$ cat src/rtl/i2c_target_regs.sv
// I2C target exposing a byte-wide register bank; oversampled on aclk with
// per-line synchroniser and glitch filter, pointer auto-increment with wrap.
module i2c_target_regs #(
    parameter logic [6:0] I2C_ADDR   = 7'h50,
    parameter int         NUM_REGS   = 16,
    parameter int         PTR_W      = 4,
    parameter int         FILTER_LEN = 3
) (
    input  logic                  aclk,
    input  logic                  aresetn,
    input  logic                  scl_i,
    input  logic                  sda_i,
    output logic                  sda_oe_o,
    output logic [8*NUM_REGS-1:0] regs_o,
    output logic                  wr_stb_o,
    output logic [PTR_W-1:0]      wr_idx_o,
    output logic                  rd_stb_o,
    output logic                  busy_o,
    output logic [3:0]            dbg_state_o
);

    typedef enum logic [3:0] {
        S_IDLE, S_ADDR, S_ADDR_ACK, S_PTR, S_PTR_ACK,
        S_WDATA, S_WDATA_ACK, S_RDATA, S_RACK
    } state_t;

    // Line index 0 = SCL, 1 = SDA.
    logic [1:0]      r_s1, r_s2, r_flt, r_flt_d;
    logic [1:0][3:0] r_cnt;
    logic [1:0]      w_pad;

    assign w_pad = {sda_i, scl_i};

    always_ff @(posedge aclk or negedge aresetn) begin
        if (!aresetn) begin
            r_s1    <= '1;
            r_s2    <= '1;
            r_flt   <= '1;
            r_flt_d <= '1;
            r_cnt   <= '0;
        end else begin
            r_s1    <= w_pad;
            r_s2    <= r_s1;
            r_flt_d <= r_flt;
            for (int i = 0; i < 2; i++) begin
                // Any sample equal to the current level restarts the run.
                if (r_s2[i] == r_flt[i]) begin
                    r_cnt[i] <= '0;
                end else if (r_cnt[i] == 4'(FILTER_LEN - 1)) begin
                    r_flt[i] <= r_s2[i];
                    r_cnt[i] <= '0;
                end else begin
                    r_cnt[i] <= r_cnt[i] + 4'd1;
                end
            end
        end
    end

    logic w_scl_rise, w_scl_fall, w_start, w_stop;
    assign w_scl_rise = r_flt[0] & ~r_flt_d[0];
    assign w_scl_fall = ~r_flt[0] & r_flt_d[0];
    assign w_start    = r_flt[0] & r_flt_d[0] & r_flt_d[1] & ~r_flt[1];
    assign w_stop     = r_flt[0] & r_flt_d[0] & ~r_flt_d[1] & r_flt[1];

    state_t           r_state;
    logic [7:0]       r_shift, r_wdata;
    logic [3:0]       r_bit_cnt;
    logic [PTR_W-1:0] r_ptr, r_wr_idx;
    logic             r_rw, r_phase, r_sda_oe, r_wr_stb, r_rd_stb, r_busy;
    logic [7:0]       r_regs [NUM_REGS];

    logic [7:0]       w_rx_byte;
    logic [PTR_W-1:0] w_ptr_inc, w_ptr_new;
    assign w_rx_byte = {r_shift[6:0], r_flt[1]};
    assign w_ptr_inc = (r_ptr == PTR_W'(NUM_REGS - 1)) ? '0 : r_ptr + 1'b1;
    assign w_ptr_new = ({1'b0, w_rx_byte} < 9'(NUM_REGS)) ? PTR_W'(w_rx_byte) : '0;

    // r_phase: in the ACK states, 1 once the ACK bit is being driven (or,
    // in S_RACK, once the controller's ACK has been seen).
    always_ff @(posedge aclk or negedge aresetn) begin
        if (!aresetn) begin
            r_state   <= S_IDLE;
            r_shift   <= '0;
            r_wdata   <= '0;
            r_bit_cnt <= '0;
            r_ptr     <= '0;
            r_wr_idx  <= '0;
            r_rw      <= 1'b0;
            r_phase   <= 1'b0;
            r_sda_oe  <= 1'b0;
            r_wr_stb  <= 1'b0;
            r_rd_stb  <= 1'b0;
            r_busy    <= 1'b0;
        end else begin
            r_wr_stb <= 1'b0;
            r_rd_stb <= 1'b0;
            if (w_stop) begin
                r_state   <= S_IDLE;
                r_sda_oe  <= 1'b0;
                r_busy    <= 1'b0;
                r_bit_cnt <= '0;
                r_phase   <= 1'b0;
            end else if (w_start) begin
                r_state   <= S_ADDR;
                r_sda_oe  <= 1'b0;
                r_bit_cnt <= '0;
                r_phase   <= 1'b0;
            end else begin
                case (r_state)
                    S_IDLE: ;
                    S_ADDR, S_PTR, S_WDATA: begin
                        if (w_scl_rise) begin
                            r_shift <= w_rx_byte;
                            if (r_bit_cnt == 4'd7) begin
                                r_bit_cnt <= '0;
                                r_phase   <= 1'b0;
                                if (r_state == S_ADDR) begin
                                    if (w_rx_byte[7:1] == I2C_ADDR) begin
                                        r_state <= S_ADDR_ACK;
                                        r_rw    <= w_rx_byte[0];
                                        r_busy  <= 1'b1;
                                    end else begin
                                        r_state <= S_IDLE;
                                    end
                                end else if (r_state == S_PTR) begin
                                    r_ptr   <= w_ptr_new;
                                    r_state <= S_PTR_ACK;
                                end else begin
                                    r_wr_stb <= 1'b1;
                                    r_wr_idx <= r_ptr;
                                    r_wdata  <= w_rx_byte;
                                    r_state  <= S_WDATA_ACK;
                                end
                            end else begin
                                r_bit_cnt <= r_bit_cnt + 4'd1;
                            end
                        end
                    end
                    S_ADDR_ACK, S_PTR_ACK, S_WDATA_ACK: begin
                        if (w_scl_fall) begin
                            if (!r_phase) begin
                                r_sda_oe <= 1'b1;
                                r_phase  <= 1'b1;
                            end else begin
                                r_phase <= 1'b0;
                                if (r_state == S_ADDR_ACK && r_rw) begin
                                    r_state  <= S_RDATA;
                                    r_sda_oe <= ~r_shift[7];
                                end else begin
                                    r_sda_oe <= 1'b0;
                                    r_state  <= (r_state == S_ADDR_ACK) ? S_PTR : S_WDATA;
                                    if (r_state == S_WDATA_ACK) r_ptr <= w_ptr_inc;
                                end
                            end
                        end else if (w_scl_rise && r_phase && r_rw && r_state == S_ADDR_ACK) begin
                            r_shift  <= r_regs[r_ptr];
                            r_rd_stb <= 1'b1;
                        end
                    end
                    S_RDATA: begin
                        if (w_scl_rise) begin
                            r_bit_cnt <= r_bit_cnt + 4'd1;
                        end else if (w_scl_fall) begin
                            if (r_bit_cnt == 4'd8) begin
                                r_sda_oe  <= 1'b0;
                                r_bit_cnt <= '0;
                                r_phase   <= 1'b0;
                                r_state   <= S_RACK;
                            end else begin
                                r_shift  <= {r_shift[6:0], 1'b0};
                                r_sda_oe <= ~r_shift[6];
                            end
                        end
                    end
                    S_RACK: begin
                        if (w_scl_rise) begin
                            if (!r_flt[1]) begin
                                r_phase  <= 1'b1;
                                r_ptr    <= w_ptr_inc;
                                r_shift  <= r_regs[w_ptr_inc];
                                r_rd_stb <= 1'b1;
                            end else begin
                                r_state <= S_IDLE;
                            end
                        end else if (w_scl_fall && r_phase) begin
                            r_phase  <= 1'b0;
                            r_state  <= S_RDATA;
                            r_sda_oe <= ~r_shift[7];
                        end
                    end
                    default: r_state <= S_IDLE;
                endcase
            end
        end
    end

    // Bank write lands one cycle after the strobe.
    always_ff @(posedge aclk or negedge aresetn) begin
        if (!aresetn) begin
            for (int k = 0; k < NUM_REGS; k++) r_regs[k] <= '0;
        end else if (r_wr_stb) begin
            r_regs[r_wr_idx] <= r_wdata;
        end
    end

    for (genvar g = 0; g < NUM_REGS; g++) begin : g_flat
        assign regs_o[8*g +: 8] = r_regs[g];
    end

    assign sda_oe_o    = r_sda_oe;
    assign wr_stb_o    = r_wr_stb;
    assign wr_idx_o    = r_wr_idx;
    assign rd_stb_o    = r_rd_stb;
    assign busy_o      = r_busy;
    assign dbg_state_o = r_state;

endmodule

$ cat config.mk
export PLATFORM = sky130hd
export DESIGN_NAME = i2c_target_regs
export DESIGN_NICKNAME = d
export VERILOG_FILES = /design/src/rtl/i2c_target_regs.sv
export SDC_FILE = /design/constraint.sdc
export NUM_CORES = 1
export LEC_CHECK = 0
export BUFFER_PORTS_ARGS = -buffer_cell sky130_fd_sc_hd__buf_2
export CAP_MARGIN = 20
export CORE_MARGIN = 5
export CORE_UTILIZATION = 58
export DETAILED_ROUTE_END_ITERATION = 12
export HOLD_SLACK_MARGIN = 0.05
export PLACE_DENSITY = 0.78
export SLEW_MARGIN = 20
export SYNTH_ARGS = -nofsm -noshare
export SYNTH_HDL_FRONTEND = slang
export SYNTH_SLANG_ARGS = --single-unit
$ cat constraint.sdc
create_clock -name aclk -period 3.1 [get_ports aclk]
set_clock_uncertainty 0.05 [all_clocks]
set_input_delay 0.62 -clock aclk [delete_from_list [all_inputs] [get_ports aclk]]
set_output_delay 0.62 -clock aclk [all_outputs]
set_load 0.05 [all_outputs]
==> Yosys cells after proc, flatten, opt, wreduce, memory -nomap -nowiden <==
Index checks and enable logic that the tools add are counted.
{ "classes": {"n_addsub": 4, "muxes": 106, "div": 0, "n_lt_le_gt_ge": 5, "multipliers": 0, "reduce_logical": 30, "shift": 0, "bitwise": 22, "n_eq_ne": 47} }
{ "ops": {"columns": ["cell", "n"], "rows": [
  ["two-way mux 4 bit", 36],
  ["bitwise mux 128 bit", 1],
  ["two-way mux 8 bit", 13],
  ["binary-select mux 8 bit (select 4 bit)", 2],
  ["two-way mux 1 bit", 42],
  ["!= test 4 bit, second input constant", 9],
  ["demux 8 bit (select 4 bit)", 1],
  ["one-hot mux 8 bit (4 select lines)", 1],
  ["!= test 2 bit, second input constant", 15],
  ["!= test 5 bit, second input constant", 5],
  ["equality test 4 x 3 -> 1 bit, second input constant", 5],
  ["one-hot mux 4 bit (5 select lines)", 1],
  ["adder 4 x 1 -> 4 bit, second input constant", 4],
  ["equality test 4 x 2 -> 1 bit, second input constant", 4],
  [">= comparator 5 bit, second input constant", 3],
  ["NOT 4 -> 5 bit", 3],
  ["AND reduction 7 bit", 2],
  ["AND reduction 13 bit", 1],
  ["equality test 4 bit, second input constant", 3],
  ["NOT 1 bit", 12],
  ["one-hot mux 4 bit (3 select lines)", 1],
  ["AND reduction 6 bit", 2],
  ["AND reduction 11 bit", 1],
  ["AND reduction 10 bit", 1],
  ["25 further kinds", 46]
]} }
{ "totals": {"mem_count": 0, "ramBits": 0, "out_inout_bits": 140, "mem_bits_ro": 0, "latch_bits": 0, "register_bits": 182} }

==> Longest topological paths before layout <==
{ "logic_depth": {"word_depth": 10, "ltp_mapped": 10, "mapped_depth_nobuf": 8} }

==> Worst setup path after synthesis <==
OpenSTA, ideal clock, no wires.
{ "synth_path": {"path_kind": "register to register", "start": "register r_state[3] (netlist: dbg_state_o[3])", "end": "register r_ptr[0]", "stages_incl_launch_ff": 7, "arrival_ns": 2.415, "required_time_ns": 2.925, "period_less_slack_ns": 2.589, "path_slack_ns": 0.511, "path_cell_list": "dfrtp_1 buf_2 or4b_4 o32ai_2 a21boi_2 a2111oi_4 mux2_2"} }
{ "synth_via": {"elab_chain_cells": 4, "word_cells_on_any_way": 23} }
{ "synth_lines": {"columns": ["element", "line", "text"], "rows": [
  ["start, declared", "65", "state_t r_state;"],
  ["start signal, assigned", "151", "r_state <= (r_state == S_ADDR_ACK) ? S_PTR : S_WDATA;"],
  ["equality test 4 x 2 -> 1 bit, or another cell as far along", "109, 146", null],
  ["OR reduction 3 bit / logical AND 1 bit (equally long branches)", "109, 146", null],
  ["!= test 2 bit (no line) / nonzero test 3 bit (equally long branches)", null, null],
  ["AND reduction 13 bit (no line)", null, null],
  ["end signal, assigned", "126", "r_ptr <= w_ptr_new;"],
  ["end signal, assigned", "152", "if (r_state == S_WDATA_ACK) r_ptr <= w_ptr_inc;"],
  ["end signal, assigned", "179", "r_ptr <= w_ptr_inc;"],
  ["end, declared", "68", "logic [PTR_W-1:0] r_ptr, r_wr_idx;"]
]} }
Several ways; a longest one is shown, not always the timed one.
A chain may end at the register's enable or synchronous reset.

==> Worst setup path in the final report <==
Same ends and word-level chain as after synthesis.

==> key figures <==
Clocking
  • Worst-case clock buffer depth: 2
  • Setup bufs post-CTS: 0
  • Worst-Skew Late Latency: between 0.4 and 0.5 ns
  • Clock-pin slew on the worst setup and hold paths: about 0.060 ns
  • CTS Root Cell: clkbuf_16
  • Post-CTS Resized: 0
  • CTS Buf Count: 17
  • Sink Count: 182
  • Htree depth: 4
  • Hold_buf cts: 0
  • CTS tree: built

STA
  • RSZ-0062 raised after global routing: no
  • Max Fclk: 370 MHz
  • Tcrit/Tclk final: between 80% and 90%
  • Final Max Tran Viols: 0
  • Worst relative slew slack: 33.8%
  • Minimum clock period: 2.71 ns
  • Slew @ Worst Pin: 0.989 ns
  • Fin Setup TNS: 0 ns
  • Fin. Hold Viols: 0
  • Final worst setup slack: 0.394 ns
  • Finish-stage setup viols: 0

Critical path
  • Worst path buffer plus inverter count: 0
  • Critical Path Max Stage Delay: 0.78 ns
  • Setup crit end kind: flop
  • Crit path cell chain: or4b_4, o32ai_2, a21boi_2, a2111oi_4, mux2_2
  • Worst setup path class: reg -> reg
  • Critical Path RT: approximately 3.4 ns
  • CP max stage cell: dfrtp_1
  • Worst Path Max Fanout: 20
  • CP delay by family, top: flip-flops
  • Startpoint Class: flop
  • CP arrival: slightly below 3 ns

Route
  • Via count: 7306
  • Post-route ant nets: 0
  • Routed Wire Length: between 20000 and 30000 um
  • DR vias/cell: between 6 and 7
  • Post-DR wirelength/cell: around 25 um
  • Final routed DRC violation total: 0
  • TritonRoute pass-1 iters: 5
  • Detailed Route Iter0 Violations: 660

Run
  • Max_cap viols: 0

Synthesis
  • Largest cells by area after synthesis: dfrtp_1 (45%), mux2_2 (17%), mux4_2 (15%)
  • Sequential share of the synthesized area: 46.8%
  • Yosys top cell area share: between 40 and 50%
  • Number of synthesized flops with an enable pin: 0
  • Cell area after synthesis: 9750 um^2
  • Ys async rst share: 100%
  • Yosys warns: 0
  • Average size of a mapped cell: approximately 13 um^2
  • FF+latch count, synth: 182
  • Synth unique cells: 64
  • Primary FF master, synth: dfrtp_1
  • Synth Net Count: ~760
  • Gate Count Post-Synth: about 750
  • Cell taking the most area after synthesis: dfrtp_1

Cells and area
  • Final core utilization: 68.5%
  • Commonest non-fill, non-tap cell in the layout: dfrtp_1
  • Post-Layout Cell Count: 1113
  • N_diodes: 0
  • Area occupied by multi-input gates: 4900 um^2
  • Fin nets: 894
  • Layout cells sized above 1: 48.2%
  • FF/Latch Area: 4570 um^2
  • Layout area overhead: 16.1%
  • Most frequent cells in the layout: dfrtp_1 (173), mux2_2 (143), buf_2 (142)
  • Fill count: 1207

Power
  • Peak VDD IR: 0.000471 V
  • Pwr dens: 671 nW/um^2
  • Total leakage power: approximately 5.6 nW

Global routing
  • GRT Total Usage: around 29%
  • Largest net degree at the start of global routing: 74
  • First-pass GRT wire length: 43800 um
  • Antenna violations before repair: 1
  • Overflow after GRT: 0
  • Vias in the first global route: about 7500

Die
  • Core area: 16500 um^2
  • Die area: 19500 um^2
  • I/O pins: ~140
  • Die height: between 100 and 150 um
  • Starting Density: 59.0%
  • Die W: 140 um
  • Cell row count: 47

Place
  • Placed insts: about 1100
  • Placer Congestion: 1.01
  • IO Port Bufs: 143
  • Post-DP HPWL: 19800 um
  • Pre-CTS WS: ~0.46 ns

Run status
  • Status: complete, no violations

Worst hold path
  • Worst min path class: in -> async
-- report_power, final --
part	switching, mW	internal, mW
sequential	0.322	2.58
clock	0.924	1.23
combinational	1.51	1.02
-- routing by layer --
| layer | global-route usage [%] | routed length [um] |
|---|---|---|
| met3 | 6.14 | 2170 |
| met4 | 12.6 | 1230 |
| met5 | 0 | 12 |
| met2 | 48.4 | 14000 |
| met1 | 37.1 | 10600 |
-- worst reg2reg max path: stages, from the launching register on --
cell and delay (ns):
dfrtp_1 0.78, or4b_4 0.58, o32ai_2 0.15, a21boi_2 0.10
a2111oi_4 0.52, mux2_2 0.40
-- state kept, by name, indices dropped and copies added (netlist names), 2 cells and up --
name	count
regs_o	128
r_cnt	8
r_shift	8
r_wdata	8
dbg_state_o	4
r_bit_cnt	4
r_ptr	4
wr_idx_o	4
r_flt	2
r_flt_d	2
r_s1	2
r_s2	2
-- final timing paths --
path                                       endpoint                       start  slack [ns]  cells after the start
max                            r_ptr[0]$_DFFE_PN0P_  dbg_state_o[3]$_DFFE_PN0P_        0.39                      5
max in group asynchronous         r_s1[0]$_DFF_PN1_                     aresetn        2.07                      2
min reg2reg                       r_s2[0]$_DFF_PN1_           r_s1[0]$_DFF_PN1_        0.31                      0
min                        r_bit_cnt[0]$_DFFE_PN0P_                     aresetn        0.08                      1
max reg2reg                    r_ptr[0]$_DFFE_PN0P_  dbg_state_o[3]$_DFFE_PN0P_        0.39                      5
min in group aclk                 r_s1[1]$_DFF_PN1_                       sda_i        0.24                      1
-- cell usage after synthesis (3+ instances only) --
master / number
dfrtp_1: 174
mux2_2: 143
mux4_2: 64
nor2_1: 59
clkbuf_1: 30
nand2_1: 27
o21ai_0: 20
or3_1: 14
mux2i_1: 13
buf_2: 12
inv_1: 12
nand3_1: 12
a211oi_1: 11
a21oi_1: 11
a31oi_1: 11
o22ai_1: 11
nand2b_1: 10
a22o_1: 9
dfstp_2: 8
ha_1: 8
nor2b_1: 7
nor3_1: 6
buf_1: 5
xor2_1: 5
buf_4: 4
nand3b_1: 4
nand4_1: 4
a22oi_1: 3
a31o_2: 3
xnor2_1: 3
-- final cells by class --
class	instances	share of cell area, %
clock buffers	20	4.03
inverters	13	0.431
well taps	220	2.43
multi-input cells	498	43.3
flip-flops and latches	182	40.3
repair buffers	170	8.39
clock inverters	10	1.06
-- cell families after synthesis --
family                     synth area share [%]
AOI/OAI and AO/OA                          7.86
DFF                                        46.8
muxes                                      32.6
buffers and inverters                      2.89
xor gates and xnor gates                  0.719
adders and majority gates                  1.03
and+or+nand+nor                            8.05
-- per-stage QoR --
stage               total power [mW]  cell area [um^2]  hold WS, ns
finish                          7.59             11300       0.0804
floorplan                       4.71              9750        0.274
global placement                5.37             10700        0.297
global route                    7.91             11300        0.117
detailed placement              5.43             10700        0.298
CTS                             7.58             11300       0.0937
(Power assumes the default switching activity.)
